==> config.mk <==
export PLATFORM = sky130hd
export DESIGN_NAME = stdcell_exhaustive_driver
export DESIGN_NICKNAME = d
export VERILOG_FILES = /design/src/rtl/stdcell_drv_pkg.sv /design/src/rtl/stdcell_settle_timer.sv /design/src/rtl/stdcell_exhaustive_driver.sv
export SDC_FILE = /design/constraint.sdc
export NUM_CORES = 1
export LEC_CHECK = 0
export CORE_MARGIN = 1
export CORE_UTILIZATION = 45
export DETAILED_ROUTE_END_ITERATION = 10
export HOLD_SLACK_MARGIN = 0.1
export PLACE_DENSITY = 0.76
export SKIP_CTS_REPAIR_TIMING = 1
export SLEW_MARGIN = 0
export SYNTH_ARGS = -nofsm -noshare
export SYNTH_HDL_FRONTEND = slang
export SYNTH_SLANG_ARGS = --single-unit
==> constraint.sdc <==
create_clock -name clk -period 1.5 [get_ports clk]
set_input_delay 0.225 -clock clk [delete_from_list [all_inputs] [get_ports clk]]
set_output_delay 0.225 -clock clk [all_outputs]
set_load 0.1 [all_outputs]
==> src/rtl/stdcell_drv_pkg.sv <==
// Shared types and sizing helpers for the standard-cell exhaustive driver.
package stdcell_drv_pkg;

  // Sweep sequencer states.
  typedef enum logic [1:0] {
    IDLE   = 2'd0,
    SETTLE = 2'd1,
    CHECK  = 2'd2,
    DONE   = 2'd3
  } state_t;

  // Default configuration: a 3-input cell with a single settle cycle.
  localparam int DEF_NUM_INPUTS    = 3;
  localparam int DEF_SETTLE_CYCLES = 1;

  // Width of a counter that must hold the values 0..settle_cycles.
  function automatic int settle_cnt_w(input int settle_cycles);
    return $clog2(settle_cycles + 1);
  endfunction

  localparam int NUM_VECS = 1 << DEF_NUM_INPUTS;
  localparam int CNT_W    = settle_cnt_w(DEF_SETTLE_CYCLES);

endpackage

==> src/rtl/stdcell_settle_timer.sv <==
// Loadable down-counter that tells the sequencer when a vector has settled.
module stdcell_settle_timer #(
  parameter int W = 1
) (
  input  logic         clk,
  input  logic         reset,
  input  logic         load,
  input  logic [W-1:0] load_val,
  input  logic         dec,
  output logic         zero
);

  logic [W-1:0] count_q;

  // Load takes priority over decrement; a sync reset clears the count.
  always_ff @(posedge clk) begin
    // NOTE: registers are always written with <= so every flop samples
    // pre-edge values, independent of block evaluation order.
    if (reset)
      count_q <= '0;
    else if (load)
      count_q <= load_val;
    else if (dec && (count_q != '0))
      count_q <= count_q - W'(1);
  end

  assign zero = (count_q == '0);

endmodule

==> src/rtl/stdcell_exhaustive_driver.sv <==
// Drives every input combination onto a combinational cell, waits for it to
// settle, compares Y against a truth table and records the sweep result.
module stdcell_exhaustive_driver
  import stdcell_drv_pkg::*;
#(
  parameter int                           NUM_INPUTS    = DEF_NUM_INPUTS,
  parameter int                           SETTLE_CYCLES = DEF_SETTLE_CYCLES,
  parameter logic [(1<<NUM_INPUTS)-1:0]   TRUTH_TABLE   = 8'h15
) (
  input  logic                  clk,
  input  logic                  reset,
  input  logic                  start,
  output logic [NUM_INPUTS-1:0] dut_in,
  input  logic                  dut_out,
  output logic                  busy,
  output logic                  done,
  output logic                  pass,
  output logic [NUM_INPUTS:0]   err_count,
  output logic [NUM_INPUTS-1:0] first_err_vec
);

  localparam int                    TMR_W    = settle_cnt_w(SETTLE_CYCLES);
  localparam logic [TMR_W-1:0]      RELOAD   = TMR_W'(SETTLE_CYCLES - 1);
  localparam logic [NUM_INPUTS-1:0] LAST_VEC = '1;
  localparam logic [NUM_INPUTS-1:0] VEC_ONE  = 1;
  localparam logic [NUM_INPUTS:0]   ERR_ONE  = 1;

  state_t state;
  logic   tmr_load;
  logic   tmr_dec;
  logic   tmr_zero;
  logic   mismatch;

  stdcell_settle_timer #(
    .W (TMR_W)
  ) u_timer (
    .clk      (clk),
    .reset    (reset),
    .load     (tmr_load),
    .load_val (RELOAD),
    .dec      (tmr_dec),
    .zero     (tmr_zero)
  );

  // Timer control and the per-vector compare; X/Z on Y counts as a mismatch.
  always_comb begin
    // NOTE: every signal gets a default first so no path leaves it
    // unassigned, which would otherwise infer a latch.
    tmr_load = 1'b0;
    tmr_dec  = 1'b0;
    mismatch = (dut_out !== TRUTH_TABLE[dut_in]);
    case (state)
      IDLE, DONE: tmr_load = start;
      SETTLE:     tmr_dec  = !tmr_zero;
      CHECK:      tmr_load = (dut_in != LAST_VEC);
      default:    tmr_load = 1'b0;
    endcase
  end

  // Sweep sequencer and scoreboard; all outputs are registered here.
  always_ff @(posedge clk) begin
    if (reset) begin
      state         <= IDLE;
      dut_in        <= '0;
      busy          <= 1'b0;
      done          <= 1'b0;
      pass          <= 1'b0;
      err_count     <= '0;
      first_err_vec <= '0;
    end else begin
      case (state)
        IDLE, DONE: begin
          if (start) begin
            state         <= SETTLE;
            dut_in        <= '0;
            busy          <= 1'b1;
            done          <= 1'b0;
            pass          <= 1'b0;
            err_count     <= '0;
            first_err_vec <= '0;
          end
        end
        SETTLE: begin
          if (tmr_zero)
            state <= CHECK;
        end
        CHECK: begin
          if (mismatch) begin
            err_count <= err_count + ERR_ONE;
            if (err_count == '0)
              first_err_vec <= dut_in;
          end
          if (dut_in != LAST_VEC) begin
            dut_in <= dut_in + VEC_ONE;
            state  <= SETTLE;
          end else begin
            // Sweep ends on all-ones; dut_in holds there while in DONE.
            state <= DONE;
            busy  <= 1'b0;
            done  <= 1'b1;
            pass  <= (err_count == '0) && !mismatch;
          end
        end
        default: state <= IDLE;
      endcase
    end
  end

endmodule

==> results of run 1 <==
[synth_stat cells (2+ instances only)]
library cell,count,area (sq um)
mux2i_1,3,30.03
nand2b_1,3,18.77
inv_1,9,33.78
buf_2,3,15.01
nand2_1,6,22.52
a21oi_1,11,55.05
o21ai_0,7,35.03
nor2b_1,2,12.51
nor3_1,6,30.03
nand4_1,3,18.77
o21a_1,2,15.01
dfxtp_1,17,340.3
clkbuf_1,2,7.510
a31oi_1,2,12.51
ha_1,7,87.58
nor2_1,12,45.04
nand3_1,4,20.02
[report_power, final]
group          leakage (nW)  switching [mW]  internal (mW)
clock                0.0177           0.162         0.0994
sequential            0.143          0.0202          0.473
combinational         0.422           0.308          0.252
[worst max-delay path, stage by stage, from the launching register on]
cell     delay, ns
dfxtp_4       0.37
ha_4          0.15
ha_2          0.21
buf_4         0.17
o31ai_1       0.30
a22oi_1       0.13
nor2_1        0.11
[flip-flops by register name, summed over array words and instances (netlist names), named ones only]
register,cells
err_count,4
dut_in,3
first_err_vec,3
state,2
busy,1
done,1
pass,1
u_timer.count_q,1
[through the flow]
stage | total power, mW | worst slack, ns
global route | 1.370 | -0.06649
finish | 1.315 | 0.003408
CTS | 1.213 | -0.09539
detailed placement | 0.9625 | -0.1266
global placement | 0.9483 | -0.08018
floorplan | 0.7933 | -0.09434
[metal layers]
metal / track usage, % / wire, microns
met1: 28.28 / 1082
met2: 36.22 / 1287
met3: 7.170 / 111
met4: 11.67 / 36
met5: 0 / 0
[logic make-up after synthesis]
group | after synthesis
compound gates | 32
xor+xnor | 1
fa+ha+maj | 7
buf+inv | 15
flops | 17
mux | 4
simple gates | 39
[area by class of cell]
type | instances | area, sq um | area share, %
clock buffers | 3 | 22.52 | 1.489
clock inverters | 1 | 5.005 | 0.3309
inverters | 9 | 33.78 | 2.233
multi-input cells | 83 | 640.6 | 42.35
flip-flops and latches | 17 | 359.1 | 23.74
well taps | 27 | 33.78 | 2.233
repair buffers | 32 | 417.9 | 27.63
[final timing paths]
check,slack (ns),endpoint,startpoint,cells after the start
hold / removal,0.51,err_count[1]$_SDFFE_PP0P_,err_count[1]$_SDFFE_PP0P_,2
setup / recovery,0.003,dut_in[2]$_SDFFE_PP0N_,dut_in[0]$_SDFFE_PP0N_,6
setup reg to reg,0.003,dut_in[2]$_SDFFE_PP0N_,dut_in[0]$_SDFFE_PP0N_,6
hold reg to reg,0.51,err_count[1]$_SDFFE_PP0P_,err_count[1]$_SDFFE_PP0P_,2
==> flow_summary.toml, run 1 <==
[outcome]
outcome = "finished clean"

[routing]
detail_route.wl_per_cell_microns = 14.64
vias = 950
route.detailed.drc = 0
via_per_inst = 5.523
drt.antenna.violating_nets = 0
postRouteWirelength_microns = 2518
first_pass_iters = 4
drt_iter0_markers = 41

[sta]
worst_hold_slack_ns = 0.5130
skew_ns = 0.001233
drv_slew = 0
fin_crit_sh_pct = 99.77
fin_tns_setup_ns = 0
hold_viol_final = 0
fmax_mhz = 668.2
min_period_ns = 1.497
slew_headroom_pct = 79.86
worstMarginPinSlew_ns = 0.2989
setup_viol = 0

[floorplanning]
die_area_sq_um = 2301
rows = 16
die_width_microns = 47.97
io_pins = 17
die_y_microns = 47.97
core_sq_um = 1982
start_util_pct = 47.98

[yosys]
synth_seq_cells = 17
ys_seq_area_share_pct = 35.79
synth-edff-count = 0
synthCells = 115
syn_area_per_cell_sq_um = 8.269
muxShareOfSynthArea_pct = 4.342
synth-compound-area-share_pct = 21.97
synth-simple-area-share_pct = 19.87
syn-num-nets = 126
netlist_area_sq_um = 950.9
async_reset_ff_share_pct = 0
synth.distinct_cells = 33
synth_warnings = 0
ys.flop_type = "dfxtp_1"
synthXorXnorAreaFrac_pct = 1.711
synth_fa_ha_area_share_pct = 9.211
synth_top_family_by_area = "compound AO/OA/AOI/OAI gates"

[final_layout]
final_area_sq_um = 1513
final_cell_mix = "buf_4 (14), buf_12 (13), nor2_1 (12)"
layout_commonest_cell = "buf_4"
area_growth_syn_to_layout_pct = 59.08
stdcell_count = 172
nFillCells = 118
utilization_pct = 76.33
layout.nets = 157
antenna_cells = 0
layout-drive-gt1-share_pct = 43.45

[global_route]
grt_max_degree = 15
overflow = 0
grt_usage_pct = 23.05
grt_pass1_wl_microns = 3615
antenna_found_initial = 0
grt_pass1_vias = 836

[worst_setup_path]
end_kind = "flip-flop"
cp.arrival_ns = 1.73
required_ns = 1.74
critPathKind = "flip-flop to flip-flop"
crit_path_max_fanout = 6
crit_path_start_kind = "flip-flop"

[place]
hpwl_microns = 1778
port_buffers = 16
dpl_cell_area_sq_um = 1383
dp_cells = 167
gp_congestion = 0.8281

[clocking]
clkSinkCount = 17
cts_buffers = 3
clkSlewWorstSetupHoldPaths_ns = 0.11
cts_buffer_depth = 2
cts_max_level = 1
cts_tree = "yes"
clk_latency_ns = 0.30
clock_tree.root_cell = "clkbuf_4"

[power_and_ir_drop]
power_leakage_nw = 0.5827
irDropWorstVdd_v = 0.0008835
power.density_nw_per_um2 = 869.2

[worst_hold_path]
hp-class = "flip-flop to flip-flop"

[job]
cap_violations = 0
No activity file was read; power rests on OpenSTA's default activity.
==> inputs of run 2 (changes only) <==
--- a/config.mk
+++ b/config.mk
@@ -14,4 +14,5 @@
 export SLEW_MARGIN = 0
 export SYNTH_ARGS = -nofsm -noshare
 export SYNTH_HDL_FRONTEND = slang
+export SYNTH_HIERARCHICAL = 1
 export SYNTH_SLANG_ARGS = --single-unit
==> flow_summary.toml, run 2 <==
[yosys]
synthTopCellsByArea = "dfxtp_1 (37%), ha_1 (11%), a21oi_1 (5.5%)"
syn-num-nets = 116
yosysTopAreaCell = "dfxtp_1"
synthCells = 104
syn_area_per_cell_sq_um = 8.819
synth_seq_cells = 17
netlist_area_sq_um = 917.1
async_reset_ff_share_pct = 0
ys_seq_area_share_pct = 37.11
synth.distinct_cells = 32
ys.flop_type = "dfxtp_1"
synth-edff-count = 0
synthTopCellsByCount = "dfxtp_1 (17), a21oi_1 (10), ha_1 (8), o21ai_0 (8)"
yosysMostFrequentCell = "dfxtp_1"
synth_warnings = 6
synth_top_area_share_pct = 37.11

[sta]
skew_ns = 0.002205
fin_tns_setup_ns = -0.9915
fin_crit_sh_pct = 112.8
rsz0062_at_grt = "yes"
fmax_mhz = 591.1
hold_viol_final = 0
setup_viol = 11
drv_slew = 0
min_period_ns = 1.692
fin_ws_ns = -0.1916

[worst_setup_path]
end_kind = "flip-flop"
slowest_delay_ns = 0.46
cp.arrival_ns = 1.92
critPathKind = "flip-flop to flip-flop"
rrSetupSlack_ns = -0.19
path_cells = "inv_2 > ha_4 > nor2b_4 > a211o_4 > or4_1 > a21oi_1"
worst-path-buf-inv = 1
r2r_end = "err_count[3]$_SDFFE_PP0P_"
required_ns = 1.73
crit_path_max_fanout = 4
path_delay_family = "simple AND/OR/NAND/NOR gates"
reg2reg_from = "state[0]$_SDFFE_PP0P_"
r2r_cells = 6
crit_path_start_kind = "flip-flop"
cp_slowest_cell = "or4_1"

[routing]
detail_route.wl_per_cell_microns = 13.81
first_pass_iters = 4
drt.antenna.violating_nets = 0
drt_iter0_markers = 22
postRouteWirelength_microns = 2279
route.detailed.drc = 0
vias = 888
via_per_inst = 5.382

[global_route]
busiest_layer = "met2"
grt_max_degree = 19
antenna_found_initial = 0
grt_pass1_vias = 829
grt_pass1_wl_microns = 3484
met2_usage_pct = 38.89
use_met3_pct = 4.615
overflow = 0
grt_use_met1_pct = 27.57
grt_usage_pct = 22.96

[final_layout]
antenna_cells = 0
largest_reg_flops = 4
final_area_sq_um = 1516
area_growth_syn_to_layout_pct = 65.35
layout-drive-gt1-share_pct = 47.14
stdcell_count = 165
layout.nets = 153
layout_commonest_cell = "buf_4"
top_register = "err_count"
top_regs = "err_count x4, dut_in x3, first_err_vec x3"
final_cell_mix = "buf_4 (19), buf_12 (13), a21oi_1 (9)"

[clocking]
cts_buffer_depth = 2
clk_latency_ns = 0.29
clock_tree.root_cell = "clkbuf_4"
cts_tree = "yes"
cts_max_level = 1
cts_buffers = 3
clkSlewWorstSetupHoldPaths_ns = 0.10
clkSinkCount = 17

[floorplanning]
rows = 15
die_y_microns = 47.15
core_sq_um = 1821
die_width_microns = 47.15
die_area_sq_um = 2223
start_util_pct = 50.38
io_pins = 17

[place]
dpl_cell_area_sq_um = 1465
hpwl_microns = 1723
place_ws_ns = -0.3197
port_buffers = 16
gp_congestion = 0.7934
dp_cells = 161

[worst_hold_path]
hp-start = "first_err_vec[1]$_SDFFE_PP0P_"
worstHoldEndpoint = "first_err_vec[1]$_SDFFE_PP0P_"
hp-class = "flip-flop to flip-flop"
hold_depth = 2

[power_and_ir_drop]
power.density_nw_per_um2 = 772.4
p_total_mw = 1.171
irDropWorstVdd_v = 0.0007343
power_leakage_nw = 0.5804

[outcome]
violations = "negative setup slack"
outcome = "finished with violations"

[job]
cap_violations = 0
run 2: cell count changes after synthesis, moves of 2 or more:
cell / previous run / this run
nor2_1: 12 / 7
nor3_1: 6 / 1
nand3b_1: 0 / 2
buf_2: 3 / 0
o21a_1: 2 / 0
a31oi_1: 2 / 0
nor2b_1: 2 / 4
inv_1: 9 / 5
nand4_1: 3 / 1
or4b_2: 0 / 3
run 2: where the power goes:
| part | internal, mW | total [mW] | switching [mW] | leakage, nW |
|---|---|---|---|---|
| logic | 0.202 | 0.439 | 0.237 | 0.422 |
| clock network | 0.103 | 0.248 | 0.145 | 0.0150 |
| registers | 0.466 | 0.485 | 0.0185 | 0.144 |
run 2: stage by stage:
stage | util (%) | hold slack [ns]
6_report | 83.30 | 0.5240
5_1_grt | 83.30 | 0.5386
4_1_cts | 81.92 | 0.5217
3_5_place_dp | 80.48 | 0.5093
3_3_place_gp | 80.48 | 0.4932
2_1_floorplan | - | 0.3246
run 2: cell families after synthesis:
kind of cell / share of synthesized area (%)
flip-flops: 37.11
other: 0.4089
adder cells (fa/ha/maj): 10.91
multiplexers: 3.274
AND/OR/NAND/NOR: 24.97
buffers and inverters: 4.093
AO/OA/AOI/OAI: 18.28
XOR/XNOR: 0.9552
run 2: area by class of cell:
type                            instances  area, sq um
Clock buffer                            4        26.28
Fill cell                             113        304.0
Inverter                                6        22.52
Multi-Input combinational cell         78        639.4
Sequential cell                        17        364.1
Tap cell                               25        31.28
Timing Repair Buffer                   35        432.9
run 2: per-layer routing:
layer	vias up	wire length, microns
met5	-	0
met4	0	46
met3	6	99
met2	31	1195
met1	415	937
li1	436	-
run 2: worst reg2reg max path: stages, from the launching register on:
cell	delay (ns)
dfxtp_2	0.35
inv_2	0.05
ha_4	0.22
nor2b_4	0.14
a211o_4	0.27
or4_1	0.46
a21oi_1	0.14
run 2: how the worst max path moves through the flow:
stage	cells after the start	to	startpoint
finish	6	err_count[3]$_SDFFE_PP0P_	state[0]$_SDFFE_PP0P_
global route	6	err_count[3]$_SDFFE_PP0P_	state[0]$_SDFFE_PP0P_
CTS	6	err_count[3]$_SDFFE_PP0P_	state[0]$_SDFFE_PP0P_
detailed placement	5	err_count[3]$_SDFFE_PP0P_	dut_out
global placement	5	err_count[3]$_SDFFE_PP0P_	dut_out
floorplan	6	flip-flop	dut_in[1]$_SDFFE_PP0N_
